<file path="config.mk">
export PLATFORM = sky130hd
export DESIGN_NAME = nes_line_doubler
export DESIGN_NICKNAME = d
export VERILOG_FILES = /design/src/rtl/nes_line_doubler.sv
export SDC_FILE = /design/constraint.sdc
export NUM_CORES = 2
export LEC_CHECK = 0
export BUFFER_PORTS_ARGS = -buffer_cell sky130_fd_sc_hd__buf_2
export CORE_MARGIN = 1
export CORE_UTILIZATION = 63
export CTS_CLUSTER_DIAMETER = 50
export CTS_CLUSTER_SIZE = 16
export DETAILED_ROUTE_END_ITERATION = 12
export PLACE_DENSITY = 0.79
export SYNTH_ARGS = -nofsm -noshare
export SYNTH_HDL_FRONTEND = slang
export SYNTH_SLANG_ARGS = --single-unit
export TNS_END_PERCENT = 5
</file>
<file path="constraint.sdc">
create_clock -name Clk -period 3.9 [get_ports Clk]
set_input_delay 0.195 -clock Clk [delete_from_list [all_inputs] [get_ports Clk]]
set_output_delay 0.195 -clock Clk [all_outputs]
set_load 0.005 [all_outputs]
</file>
<file path="src/rtl/nes_line_doubler.sv">
// Ping-pong line buffer that scan-doubles 256-pixel PPU lines into a centred
// 512x480 VGA window and emits 6-bit palette addresses for the colour ROM.
module nes_line_doubler #(
  parameter logic [9:0] H_OFFSET     = 10'd64,
  parameter logic [5:0] BORDER_INDEX = 6'h0F
) (
  input  logic       Clk,
  input  logic       Reset,
  input  logic       wr_valid,
  output logic       wr_ready,
  input  logic [7:0] wr_x,
  input  logic       wr_sof,
  input  logic [5:0] wr_index,
  input  logic       pix_ce,
  input  logic [9:0] DrawX,
  input  logic [9:0] DrawY,
  output logic [5:0] pal_addr,
  output logic       pal_active,
  output logic       underrun,
  output logic       synced
);

  // Handshake: a pixel transfers on a Clk edge where wr_valid && wr_ready.
  // wr_ready depends only on registered bank state, never on wr_valid.

  typedef enum logic [1:0] {FREE, FILLING, FULL, READING} bank_state_t;

  bank_state_t st [2];
  logic [1:0]  bank_sof;
  logic        wr_bank;
  logic        rd_ptr;   // oldest unconsumed bank in PPU write order
  logic        rd_bank;  // bank currently being displayed when one is READING

  logic [5:0]  ram0 [256];
  logic [5:0]  ram1 [256];

  logic        wr_fire;
  logic        pair_start;
  logic        rd_exists;
  logic        other_full;
  logic        other_sof;
  logic        x_in_win;

  logic        s1_vld;
  logic        s1_in_win;
  logic [7:0]  s1_addr;
  logic        s1_bank;
  logic [5:0]  rd_data;

  assign wr_ready   = (st[wr_bank] == FREE) || (st[wr_bank] == FILLING);
  assign wr_fire    = wr_valid && wr_ready;
  assign pair_start = pix_ce && (DrawX == 10'd0) && !DrawY[0] && (DrawY < 10'd480);
  assign rd_exists  = (st[0] == READING) || (st[1] == READING);
  assign other_full = (st[rd_ptr] == FULL);
  assign other_sof  = bank_sof[rd_ptr];
  assign x_in_win   = (DrawX >= H_OFFSET) && (DrawX <= H_OFFSET + 10'd511);

  // Bank bookkeeping. The write side only touches FREE/FILLING banks and the
  // pair-start logic only touches FULL/READING banks, so the two never collide.
  always_ff @(posedge Clk) begin
    if (Reset) begin
      st[0]    <= FREE;
      st[1]    <= FREE;
      bank_sof <= 2'b00;
      wr_bank  <= 1'b0;
      rd_ptr   <= 1'b0;
      rd_bank  <= 1'b0;
      synced   <= 1'b0;
      underrun <= 1'b0;
    end else begin
      underrun <= 1'b0;
      if (pair_start) begin
        if (DrawY == 10'd0) begin
          if (rd_exists) st[rd_bank] <= FREE;
          if (other_full && other_sof) begin
            st[rd_ptr] <= READING;
            rd_bank    <= rd_ptr;
            rd_ptr     <= ~rd_ptr;
            synced     <= 1'b1;
          end else if (other_full) begin
            st[rd_ptr] <= FREE;
            rd_ptr     <= ~rd_ptr;
            synced     <= 1'b0;
          end else begin
            synced   <= 1'b0;
            underrun <= synced;
          end
        end else if (synced) begin
          if (other_full && !other_sof) begin
            st[rd_bank] <= FREE;
            st[rd_ptr]  <= READING;
            rd_bank     <= rd_ptr;
            rd_ptr      <= ~rd_ptr;
          end else if (!other_full) begin
            underrun <= 1'b1;
          end
        end else if (other_full && !other_sof) begin
          st[rd_ptr] <= FREE;
          rd_ptr     <= ~rd_ptr;
        end
      end
      if (wr_fire) begin
        if (wr_x == 8'd0) begin
          st[wr_bank]       <= FILLING;
          bank_sof[wr_bank] <= wr_sof;
        end
        if (wr_x == 8'd255) begin
          st[wr_bank] <= FULL;
          wr_bank     <= ~wr_bank;
        end
      end
    end
  end

  always_ff @(posedge Clk) begin
    if (wr_fire && !wr_bank) ram0[wr_x] <= wr_index;
    if (wr_fire &&  wr_bank) ram1[wr_x] <= wr_index;
  end

  always_comb begin
    rd_data = ram0[s1_addr];
    if (s1_bank) rd_data = ram1[s1_addr];
  end

  // Two-tick read pipeline: stage 1 decides the window and address, stage 2
  // reads the line RAM and muxes in the border colour.
  always_ff @(posedge Clk) begin
    if (Reset) begin
      s1_vld     <= 1'b0;
      s1_in_win  <= 1'b0;
      s1_addr    <= 8'd0;
      s1_bank    <= 1'b0;
      pal_addr   <= 6'h00;
      pal_active <= 1'b0;
    end else if (pix_ce) begin
      s1_vld    <= 1'b1;
      s1_in_win <= x_in_win && (DrawY < 10'd480) && rd_exists;
      s1_addr   <= 8'((DrawX[8:0] - H_OFFSET[8:0]) >> 1);
      s1_bank   <= rd_bank;
      if (s1_vld) begin
        pal_active <= s1_in_win;
        pal_addr   <= s1_in_win ? rd_data : BORDER_INDEX;
      end
    end
  end

endmodule

</file>
==> Yosys cells after proc, flatten, opt, wreduce, memory -nomap -nowiden <==
Memories as Yosys holds them, arrays and structs flattened. A register that Yosys moved wholly into a read port is not among the register bits.
Index checks and enable logic that the tools add are counted.
{ "classes": {"addsub": 1, "magnitude_cmp": 6, "eq_ne": 7, "muxes": 81, "bitwise_logic": 8, "reduce_logical": 32} }
{ "ops": {"columns": ["operator", "count"], "rows": [
  ["$mux 1", 66],
  ["$mux 8", 4],
  ["$logic_not 10->1", 2],
  ["$mux 2", 7],
  ["$logic_and 1x1->1", 12],
  ["$mux 6", 2],
  ["$ge 10x7->1 const B", 1],
  ["$le 10x10->1 const B", 1],
  ["$lt 10x9->1 const B", 1],
  ["$sub 9x7->9 const B", 1],
  ["$eq 8x8->1 const B", 1],
  ["$logic_not 8->1", 1],
  ["$reduce_and 2->1", 4],
  ["$eq 2x2->1 const B", 3],
  ["$reduce_or 2->1", 3],
  ["$or 1x1->1", 5],
  ["$lt 1x2->1 const B", 2],
  ["$reduce_and 4->1", 1],
  ["$reduce_bool 2->1", 2],
  ["$logic_not 1->1", 3],
  ["$ne 3x2->1 const B", 1],
  ["$not 1->1", 3],
  ["$reduce_and 3->1", 1],
  ["$bwmux 2", 1],
  ["6 further kinds", 7]
]} }
{ "word_totals": {"reg_bits": 25, "ramBits": 3076, "input_bits": 39, "output_inout_bits": 10, "wordCells": 150, "n_memories": 3} }
{ "memory_table": {"columns": ["memory", "depth", "word_bits", "read_ports", "rd_ports_with_merged_regs", "write_ports", "line", "text"], "rows": [
  ["ram0", 256, 6, 1, 1, 1, "34", "logic [5:0] ram0 [256];"],
  ["ram1", 256, 6, 1, 1, 1, "35", "logic [5:0] ram1 [256];"],
  ["st", 2, 2, 4, 2, 3, "28", "bank_state_t st [2];"]
]} }

==> Logic depth before layout (Yosys ltp) <==
{ "depth": {"word_depth": 14, "ltp_mapped": 14, "mapped_depth_nobuf": 8} }

==> Worst setup path after synthesis <==
OpenSTA, ideal clock, no wires.
{ "synth_timing": {"path_kind": "reg-to-reg", "from": "reg (tool-made name)", "to": "reg pal_addr[4]", "setup_time_ns": 0.122, "arrival_ns": 2.569, "required_ns": 3.778, "slack_ns": 1.210, "path_stages_with_launch": 10, "n_path_buf": 3, "synth_period_minus_slack_ns": 2.690, "cell_sequence": "dfxtp_1 -> buf_6 -> buf_8 -> buf_2 -> mux4_2 -> mux4_2 -> nand2_1 -> o31ai_1 -> o221a_2 -> a221o_1"} }
{ "synth_rtl": {"columns": ["item", "line", "text"], "rows": [
  ["end signal: assignment", "142", "pal_addr <= s1_in_win ? rd_data : BORDER_INDEX;"],
  ["end: declaration", "17", "output logic [5:0] pal_addr,"]
]} }

==> results by group <==
Synthesis
  • Post-synthesis simple-gate area fraction: 3.63%
  • Cells taking the most area after synthesis: sky130_fd_sc_hd__edfxtp_1 75%, sky130_fd_sc_hd__mux4_2 12%, sky130_fd_sc_hd__mux2i_1 2.9%
  • Number of different library cells in the post-synthesis netlist: 78
  • Synth Net Count: 6187
  • Post-synthesis sequential element count: 3111
  • Multiplexer area fraction after synthesis: 15.1%
  • Top_reg_cell synth: sky130_fd_sc_hd__edfxtp_1
  • Adder and majority gate portion of the synthesized area: 0.0306%
  • Xor-xnor portion of the synthesized cell area: 0.0214%
  • Syn_area_per_cell: 19.9 µm²
  • Summed instance area of the synthesized netlist: 123000 µm²
  • Area fraction of the dominant cell type after synthesis: 75.4%
  • Warnings from Yosys: 0
  • Post-synth EDFFs: 3076
  • Main combinational cell family by area after synthesis: multiplexers
  • Gate Count Post-Synth: 6145
  • Cell taking the most area after synthesis: sky130_fd_sc_hd__edfxtp_1
  • Most common cell in the netlist: sky130_fd_sc_hd__edfxtp_1
  • Share of async-settable or async-resettable flops after synthesis: 0%
  • List of most frequent post-synthesis cells: 3076 x sky130_fd_sc_hd__edfxtp_1, 644 x sky130_fd_sc_hd__mux4_2, 614 x sky130_fd_sc_hd__nor2_1, 350 x sky130_fd_sc_hd__mux2i_1, 179 x sky130_fd_sc_hd__nand2_1
  • Share of the yosys chip area belonging to registers: 75.9%
  • Share of the synthesized area in compound gates (AO/OA/AOI/OAI): 3.15%

Global routing
  • Via count of the first global-routing pass: 67574
  • Overall global routing resource usage: 35.5%
  • First-pass GRT wire length: 489 mm
  • Residual overflow from global routing: 0
  • Initial antenna violation count: 17
  • Maximum number of pins on one net before global-route repair: 145

Worst setup path
  • Required time of the critical path: 4.74 ns
  • CP Cell Sequence: buf_12, and2_1, a22oi_1, a21oi_1, a311o_1, a21oi_1, buf_4, nor4_1, buf_4, a211o_1
  • Crit path capture type: register
  • Path type of the worst setup path: register to register
  • Crit path max fanout: 47
  • Slowest stage cell on the critical path: sky130_fd_sc_hd__dfxtp_4
  • Worst path top cell family by delay: simple AND/OR/NAND/NOR gates
  • Worst Path Arrival: 4.91 ns
  • Count of buffer and inverter cells on the critical path: 3
  • Critical path's largest stage delay: 0.81 ns
  • CP Launch Type: register

Finish
  • Total Nets Final: 6741
  • Share of layout cells above drive strength 1: 25.0%
  • P&R area growth vs syn: 11.6%
  • Non-Filler Cell Area, Final: 137000 µm²

Power
  • Pwr per Cell Area: 469 nW/µm²
  • Maximum vdd drop: 0.519 mV
  • Leakage Power: 42.4 nW

Placement
  • Gp weighted congestion: 1.03
  • Quantity of I/O buffers inserted on ports: 48
  • Placed instance area: 130000 µm²
  • HPWL Detailed: 219 mm
  • DP Worst Slack: 0.0193 ns

Timing
  • RSZ-0062 raised after global routing: yes
  • Post-Route Hold Slack: 0.0548 ns
  • Highest clock frequency the design can meet: 246 MHz
  • Final setup fails: 4
  • Setup clock skew after layout: 0.0441 ns
  • Slew Limit Headroom: 0.166%
  • Max-slew violation count: 0
  • Min setup slack post-route: -0.165 ns
  • Fin crit period: 4.06 ns
  • Hold Vio Cnt, Final: 0
  • Portion of the clock cycle consumed by the worst path in the final layout: 104%
  • Worst slew pin tran: 1.49 ns

Run status
  • Run status: finished, violations left
  • Violated checks: max-capacitance violations, negative setup slack

Route
  • Avg Vias per Cell: 7.31
  • Via count: 68320
  • DRT Wirelength: 349 mm
  • Number of nets with antenna violations after routing: 0
  • Routed wire length per instance: 37.3 µm
  • Detailed router's first-iteration violation count: 11712
  • Number of remaining DRC errors: 0
  • Initial DRT Pass Iterations: 10

Floorplan
  • Initial Utilization: 63.5%
  • Die Width: 443 µm
  • Row cnt: 161
  • IO Pins: 49
  • Height of the die: 443 µm
  • Area of the core: 193000 µm²
  • Total die area: 196000 µm²

CTS
  • Number of clock buffers inserted by TritonCTS: 229
  • Number of H-tree levels: 4
  • Post-CTS Repair Setup Buffers: 0
  • Clock root cell: sky130_fd_sc_hd__clkbuf_16
  • Worst skew pair latency: 0.90 ns
  • Sinks on the clock net: 3111
  • TritonCTS clock tree: built
  • Worst-case clock buffer depth: 3
  • CTS clock-pin slew for the worst setup and hold paths: 0.08 ns

Job
  • Max_cap viols: 1

Worst hold path
  • Min-Delay Path Class: input port to register
[where the power goes]
group	internal [W]	switching (W)
Sequential	0.0367	0.0000832
Combinational	0.00151	0.00288
Clock	0.0116	0.0113
Total	0.0498	0.0142
[layout by cell type (no fill, tap or decap), types with 12 or more instances in the layout]
cell | netlist | final
sky130_fd_sc_hd__nor3_1 | 32 | 32
sky130_fd_sc_hd__nor2b_1 | 22 | 20
sky130_fd_sc_hd__nor4_1 | 16 | 16
sky130_fd_sc_hd__clkinv_1 | 0 | 16
sky130_fd_sc_hd__dlygate4sd3_1 | 1 | 32
sky130_fd_sc_hd__edfxtp_1 | 3076 | 3076
sky130_fd_sc_hd__o221ai_1 | 102 | 102
sky130_fd_sc_hd__nor2_1 | 614 | 612
sky130_fd_sc_hd__a21oi_1 | 91 | 91
sky130_fd_sc_hd__mux2i_1 | 350 | 350
sky130_fd_sc_hd__clkbuf_16 | 0 | 232
sky130_fd_sc_hd__buf_12 | 3 | 82
sky130_fd_sc_hd__buf_4 | 34 | 556
sky130_fd_sc_hd__a211oi_1 | 20 | 20
sky130_fd_sc_hd__diode_2 | 0 | 16
sky130_fd_sc_hd__o22ai_1 | 103 | 102
sky130_fd_sc_hd__a221oi_1 | 17 | 16
sky130_fd_sc_hd__mux4_2 | 644 | 644
sky130_fd_sc_hd__buf_2 | 60 | 42
sky130_fd_sc_hd__nand4_1 | 14 | 14
sky130_fd_sc_hd__clkinv_2 | 0 | 14
sky130_fd_sc_hd__and2_1 | 23 | 23
sky130_fd_sc_hd__a22oi_1 | 24 | 24
sky130_fd_sc_hd__nand3_1 | 82 | 76
sky130_fd_sc_hd__nand2_1 | 179 | 169
sky130_fd_sc_hd__a31oi_1 | 25 | 24
sky130_fd_sc_hd__clkbuf_1 | 167 | 33
sky130_fd_sc_hd__nand2b_1 | 17 | 15
sky130_fd_sc_hd__dfxtp_1 | 35 | 28
sky130_fd_sc_hd__mux2_2 | 24 | 24
sky130_fd_sc_hd__a22o_1 | 12 | 12
sky130_fd_sc_hd__o21ai_0 | 49 | 49
[metal layers]
| metal | track usage [%] | share of wire, % | vias to the layer above | wire [µm] |
|---|---|---|---|---|
| met5 | 0.171 | 0.036 | - | 125 |
| met1 | 45.5 | 32 | 34758 | 113000 |
| met2 | 53.9 | 46 | 6060 | 161000 |
| li1 | - | - | 26291 | - |
| met4 | 21.2 | 7.0 | 16 | 24500 |
| met3 | 11.2 | 14 | 1195 | 50300 |
[state kept, by name, indices dropped and copies added (netlist names), 2 cells and up, named ones only]
signal,cells
bank_sof,2
ram0,1536
ram1,1536
pal_addr,6
s1_addr,8
st,4
[cell type report]
type / instances / area, µm²
antenna: 16 / 40.0
clock buffer: 268 / 5970
clock inverter: 72 / 855
fill: 10964 / 56200
inverter: 15 / 68.8
multi-input combinational: 2624 / 27100
sequential: 3111 / 93100
tap: 2526 / 3160
timing repair buffer: 718 / 6440
[through the flow]
step                      utilization [%]  power, W  TNS [ns]  instances
after floorplan                         -    0.0396         0       6145
after global placement               67.1    0.0416         0       8962
after detailed placement             67.1    0.0417         0       8962
after CTS                            70.8    0.0639         0       9334
after global routing                 70.8    0.0651    -0.181       9337
final                                70.9    0.0641    -0.390       9350
[kinds of logic after synthesis]
group                    count (synthesis)
flip-flops                            3111
AND/OR/NAND/NOR                       1045
multiplexers                          1029
AO/OA/AOI/OAI                          544
buffers and inverters                  410
XOR/XNOR                                 3
adder cells (fa/ha/maj)                  3
[what timing repair did]
action                     in CTS  in global routing
hold endpoints to repair      627                  0
resized for setup               2                  6
hold buffers                   32                  0
setup endpoints to repair       2                  6
[final timing paths]
check | start | endpoint | slack [ns] | depth (start not counted)
setup / recovery | register | pal_addr[5] | -0.16 | 10
hold / removal | DrawY[2] | rd_bank | 0.05 | 7
setup reg to reg | register | pal_addr[5] | -0.16 | 10
hold reg to reg | s1_addr[6] | register | 0.47 | 2
[worst min-delay path, delay by kind of cell]
family                 cells  cell delay [ns]
multiplexers               2             0.31
buffers and inverters      1             0.08
AND/OR/NAND/NOR            4             0.33
No activity file was read; power rests on OpenSTA's default activity.
